--- src/rtl/timer_arbiter.sv ---
`timescale 1ns/1ps
// Two-port arbiter serialising CPU-bus (port 0) and debug-host (port 1) accesses
// onto the single RRIOT interval-timer register interface.
module timer_arbiter #(
    parameter bit PRIO_FIXED = 1'b0
) (
    input  logic       clk,
    input  logic       rst_n,
    input  logic       req0,
    input  logic       req1,
    input  logic       we0_n,
    input  logic       we1_n,
    input  logic [2:0] a0,
    input  logic [2:0] a1,
    input  logic [7:0] wd0,
    input  logic [7:0] wd1,
    output logic       ack0,
    output logic       ack1,
    output logic [7:0] rd0,
    output logic [7:0] rd1,
    output logic       t_enable,
    output logic       t_we_n,
    output logic [2:0] t_A,
    output logic [7:0] t_DI,
    input  logic [7:0] t_DO,
    output logic       busy,
    output logic       gnt
);

    typedef enum logic [1:0] {IDLE, ISSUE, CAPTURE, ACK} state_t;

    state_t state;
    logic   last_gnt;
    logic   acc_rd;
    logic   win;

    // Under contention round-robin favours whoever was not served last.
    function automatic logic pick_winner(input logic r0, input logic r1, input logic last);
        if (r0 && r1)
            return PRIO_FIXED ? 1'b0 : ~last;
        else
            return r1 && !r0;
    endfunction

    always_comb begin
        win = pick_winner(req0, req1, last_gnt);
    end

    always_ff @(posedge clk) begin
        if (!rst_n) begin
            state    <= IDLE;
            last_gnt <= 1'b1;
            acc_rd   <= 1'b0;
            gnt      <= 1'b0;
            busy     <= 1'b0;
            t_enable <= 1'b0;
            t_we_n   <= 1'b1;
            t_A      <= 3'd0;
            t_DI     <= 8'd0;
            ack0     <= 1'b0;
            ack1     <= 1'b0;
            rd0      <= 8'd0;
            rd1      <= 8'd0;
        end else begin
            case (state)
                IDLE: begin
                    if (req0 || req1) begin
                        gnt      <= win;
                        acc_rd   <= win ? we1_n : we0_n;
                        t_we_n   <= win ? we1_n : we0_n;
                        t_A      <= win ? a1 : a0;
                        t_DI     <= win ? wd1 : wd0;
                        t_enable <= 1'b1;
                        busy     <= 1'b1;
                        state    <= ISSUE;
                    end
                end
                ISSUE: begin
                    t_enable <= 1'b0;
                    t_we_n   <= 1'b1;
                    state    <= CAPTURE;
                end
                CAPTURE: begin
                    // The timer registers its read data one cycle after the enable strobe.
                    if (acc_rd) begin
                        if (gnt)
                            rd1 <= t_DO;
                        else
                            rd0 <= t_DO;
                    end
                    if (gnt)
                        ack1 <= 1'b1;
                    else
                        ack0 <= 1'b1;
                    state <= ACK;
                end
                ACK: begin
                    ack0     <= 1'b0;
                    ack1     <= 1'b0;
                    last_gnt <= gnt;
                    busy     <= 1'b0;
                    state    <= IDLE;
                end
                default: state <= IDLE;
            endcase
        end
    end

endmodule
--- config.mk ---
export PLATFORM = sky130hd
export DESIGN_NAME = timer_arbiter
export DESIGN_NICKNAME = d
export VERILOG_FILES = /design/src/rtl/timer_arbiter.sv
export SDC_FILE = /design/constraint.sdc
export NUM_CORES = 1
export LEC_CHECK = 0
export BUFFER_PORTS_ARGS = -buffer_cell sky130_fd_sc_hd__buf_2
export CORE_ASPECT_RATIO = 0.75
export CORE_UTILIZATION = 30
export CTS_CLUSTER_DIAMETER = 150
export DETAILED_ROUTE_END_ITERATION = 6
export SYNTH_ARGS = -nofsm -noshare
export SYNTH_HDL_FRONTEND = slang
export SYNTH_SLANG_ARGS = --single-unit
export TNS_END_PERCENT = 1
--- constraint.sdc ---
create_clock -name clk -period 1.43 [get_ports clk]
set_clock_uncertainty 0.1 [all_clocks]
set_input_delay 0.286 -clock clk [delete_from_list [all_inputs] [get_ports clk]]
set_output_delay 0.286 -clock clk [all_outputs]
set_load 0.005 [all_outputs]
Yosys cells after proc, flatten, opt, wreduce, memory -nomap -nowiden
Cells that the tools add are included.
{"block": "word_totals", "regBits": 37, "inputBits": 36, "out_inout_bits": 33, "wordCells": 51}
{"block": "classes", "eq_ne": 6, "mux": 15, "bitwise": 2, "n_reduce_logical": 15}
{"operator": "1-bit case mux with 2 select lines", "n": 5}
{"operator": "2-bit AND reduction", "n": 5}
{"operator": "8-bit two-way mux", "n": 1}
{"operator": "2-bit case mux with 4 select lines", "n": 1}
{"operator": "1-bit two-way mux", "n": 6}
{"operator": "2-bit != test, second input constant", "n": 3}
{"operator": "3-bit AND reduction", "n": 2}
{"operator": "2-bit nonzero test", "n": 3}
{"operator": "2-bit equality test, second input constant", "n": 2}
{"operator": "3-bit two-way mux", "n": 1}
{"operator": "2-bit by 1-bit equality test with 1-bit output, second input constant", "n": 1}
{"operator": "1-bit logical AND", "n": 2}
{"operator": "2-bit logical NOT", "n": 1}
{"operator": "2-bit two-way mux", "n": 1}
{"operator": "1-bit NOT", "n": 2}
{"operator": "1-bit logical NOT", "n": 1}
{"operator": "1-bit logical OR", "n": 1}

Logic depth before layout (Yosys ltp)
{"block": "logic_depth", "ltp_word": 6, "mapped_depth": 7, "depth_no_buf": 6}

Worst setup path after synthesis
OpenSTA, ideal clock, no wires.
{"block": "synth_path", "kind": "reg-to-reg", "from": "register state[0]", "to": "register busy", "setup_ns": 0.116, "arrival_ns": 1.276, "t_required_ns": 1.214, "slack_ns": -0.062, "stages_incl_launch_ff": 7, "n_path_buf": 2, "period_less_slack_ns": 1.492, "path_cell_list": "dfxtp_1 -> inv_1 -> ha_1 -> nor2b_1 -> buf_4 -> buf_6 -> o211a_1"}
{"block": "synth_between", "elab_chain_cells": 3, "elab_cells_between_ends": 6, "classes_between": "eq/ne (2); mux (1); reduce/logical (3)"}
{"element": "start: declaration", "line": "32", "text": "state_t state;"}
{"element": "start signal: assignment", "line": "51", "text": "state <= IDLE;"}
{"element": "start signal: assignment", "line": "75", "text": "state <= ISSUE;"}
{"element": "start signal: assignment", "line": "81", "text": "state <= CAPTURE;"}
{"element": "2-bit equality test or 2-bit logical NOT (tied branches)", "line": "65", "text": "case (state)"}
{"element": "2-bit nonzero test (no line) or 2-bit != test (tied branches)"}
{"element": "2-bit AND reduction (no line)"}
{"element": "end signal: assignment", "line": "55", "text": "busy <= 1'b0;"}
{"element": "end signal: assignment", "line": "74", "text": "busy <= 1'b1;"}
{"element": "end signal: assignment", "line": "101", "text": "busy <= 1'b0;"}
{"element": "end: declaration", "line": "26", "text": "output logic busy,"}
Several ways; a longest one is shown, not always the timed one.
A chain may end at the register's enable or synchronous reset.

Worst setup path after layout
{"block": "layout_path", "from": "register state[1]", "to": "register t_we_n"}
{"block": "layout_between", "elab_chain_cells": 3, "elab_cells_between_ends": 6, "classes_between": "eq/ne (2); mux (1); reduce/logical (3)"}
{"element": "2-bit by 1-bit equality test with 1-bit output or 2-bit logical NOT (tied branches)", "line": "65"}
{"element": "2-bit nonzero test (no line) or 2-bit != test (tied branches)"}
{"element": "2-bit AND reduction (no line)"}
{"element": "end signal: assignment", "line": "70", "text": "t_we_n <= win ? we1_n : we0_n;"}
{"element": "end: declaration", "line": "22", "text": "output logic t_we_n,"}
Several ways; a longest one is shown, not always the timed one.

==> flow_metrics.tcl <==
set metrics [dict create \
    status "complete, no violations" \
    die-area_mm2 0.00556 \
    ys_types 26 \
    syn_area_mm2 0.00158 \
    clock-sinks 37 \
    cts_tree "built" \
    overflow 0 \
    p_per_area_mw_per_mm2 1500 \
    dr.pass1.iters 4 \
    critPathLaunchType "flop" \
    busiest_layer "met2" \
    synthCells 172 \
    start_util_pct 31.7 \
    fmax_mhz 733 \
    synth_area_per_cell_um2 9.19 \
    die_x_um 85.8 \
    peakVddDrop_v 0.000584 \
    grt_setup_unrepaired "true" \
    multiInputGateArea_um2 821 \
    synth_warnings 0 \
    first_global_vias 1291 \
    num_io_pins 69 \
    worst_slew_pin_slew_ps 251 \
    holdBufCountCts 0 \
    seqCellArea_um2 742 \
    htree_levels 2 \
    clkTransAtPathRegs_ps 80 \
    drive_gt1_share_pct 40.7 \
    cts_buffers 5 \
    leakagePower_uw 0.00115 \
    drcViolationCount 0 \
    setup_violations 0 \
    fillerInstances 501 \
    relSlewSlack_pct 83.3 \
    cp.arrival_ps 1440 \
    final_core_util_pct 45.5 \
    dr.first_iter.drc_count 68 \
    cts_setup_buffers 0 \
    critPathCaptureType "flop" \
    critPathCapture "t_we_n" \
    timing.final.crit_share_pct 95.4 \
    core_area_mm2 0.00498 \
    grt_use_met3_pct 5.61 \
    vias 1418 \
    r2r_slack_ps 70 \
    grt_max_degree 38 \
    final_cell_count_no_fill 325 \
    dpl.hpwl_um 2610 \
    io_buffer_count 68 \
    cts_buffer_depth 2 \
    die_h_um 64.9 \
    vias_per_cell 4.36 \
    grtUsageMet2_pct 20.3 \
    insertedDiodeCount 0 \
    antenna_found_initial 0 \
    hold_class "input pin to flop" \
    finalMaxSlewViolations 0 \
    track_usage_pct 14.2 \
    wire_per_inst_um 11.5 \
    cap_viol_max_count 0 \
    startpoint "state[1]" \
    required_ps 1510 \
    cts-root-buf "clkbuf_8" \
    yosysSeqAreaShare_pct 46.9 \
    synth_nets 213 \
    p_total_uw 3410 \
    reg2regPathDepth 6 \
    drt_wl_total_um 3750 \
    synthToLayoutAreaGrowth_pct 43.4 \
    rows 22 \
    gp_congestion 0.797 \
    worstSetupPathType "flop to flop" \
    finalHoldViolCount 0 \
    path_max_fanout 11 \
    nNetsFinal 293 \
    hold_start "a1[0]" \
    r2r_start "state[1]" \
    grt_pass1_wl_um 6060 \
    clock_latency_ps 290 \
    reg2reg_to "t_we_n" \
    use_met1_pct 19.1 \
    synth_seq_cells 37 \
    period_needed_ps 1360 \
    placedCellCount 316 \
    ant_nets 0 \
]
## critical path, cell delays in order (launching register included)
cell      delay, ps
dfxtp_2         360
inv_2            60
ha_4            170
nor2b_4         140
clkbuf_4        200
nor3_2          160
o21ai_1          70
## cells in the mapped netlist
library cell	count	area [µm²]
a21boi_0	2	15.0
nand2_1	34	128
nand3b_1	1	7.51
clkbuf_1	4	15.0
nor3_1	1	5.00
o211a_1	2	20.0
nor2_2	1	6.26
nor2_1	2	7.51
ha_1	5	62.6
o21ai_1	7	35.0
buf_2	2	10.0
buf_6	1	11.3
inv_1	2	7.51
nor4b_1	1	8.76
buf_4	3	22.5
nor2b_1	22	138
mux2i_1	17	170
a21boi_2	1	11.3
dfxtp_1	37	741
a21oi_1	2	10.0
o21ai_0	8	40.0
nand3_2	1	10.0
a22oi_1	1	7.51
a31oi_1	12	75.1
nand2b_1	1	6.26
nand3_1	2	10.0
## kinds of logic (layout without fill, tap and decap cells)
logic type	count (synthesis)	count (layout)	share of synthesized area [%]
simple gates	66	66	20.7
flops	37	37	46.9
compound gates	35	35	13.5
mux	17	17	10.8
buf+inv	12	93	4.20
fa+ha+maj	5	5	3.96
## through the flow
| stage | hold WS (ps) | worst slack [ps] | TNS [ps] | cell area, µm² |
|---|---|---|---|---|
| 4_1_cts | 134 | 13.2 | 0 | 2220 |
| 3_3_place_gp | 379 | 15.3 | 0 | 2100 |
| 3_5_place_dp | 388 | -40.0 | -137 | 2100 |
| 2_1_floorplan | 339 | 1.05 | 0 | 1580 |
| 5_1_grt | 126 | -2.39 | -2.39 | 2270 |
| 6_report | 143 | 65.8 | 0 | 2270 |
## repair_timing
item,4_1_cts,5_1_grt
gates cloned,0,1
pin swaps,0,1
resized for setup,3,11
setup endpoints to repair,12,29
## state kept, by name (all words and copies together), names as in the netlist
signal,count
t_DI,8
t_enable,1
rd1,8
state,2
t_we_n,1
rd0,8
ack0,1
acc_rd,1
gnt,1
busy,1
ack1,1
t_A,3
last_gnt,1
## placed cells by master (no fill, tap or decap), drive strengths merged
cell type   n
a21boi      3
a21oi       2
a22oi       1
a31oi      12
buf        82
bufinv      1
clkbuf      7
clkinv      1
dfxtp      37
ha          5
inv         2
mux2i      17
nand2      34
nand2b      1
nand3       3
nand3b      1
nor2        3
nor2b      22
nor3        1
nor4b       1
o211a       2
o21ai      15
## layout make-up
cell class,instances,share of cell area (%)
multi-input cells,123,36.2
flip-flops and latches,37,32.7
repair buffers,83,21.8
well taps,72,3.98
clock buffers,6,3.20
clock inverters,2,1.71
inverters,2,0.331
## power by group
part / total [µW] / switching (µW) / internal [µW]
clock network: 914 / 391 / 523
registers: 1340 / 114 / 1230
logic: 1150 / 556 / 596
## metal layers
layer / part of all wire [%] / vias to the layer above / wire length [µm]
met5: 0 / - / 0
met4: 1.6 / 0 / 60
met3: 4.9 / 6 / 184
met2: 44 / 33 / 1640
met1: 50 / 633 / 1860
li1: - / 746 / -
## how the worst min path moves through the flow
stage,to,slack (ps),depth (start not counted)
global placement,busy,380,1
detailed placement,busy,390,1
global route,t_DI[6],130,3
floorplan,t_DI[0],340,2
CTS,t_A[0],130,3
finish,t_A[0],140,3
(Power assumes the default switching activity.)
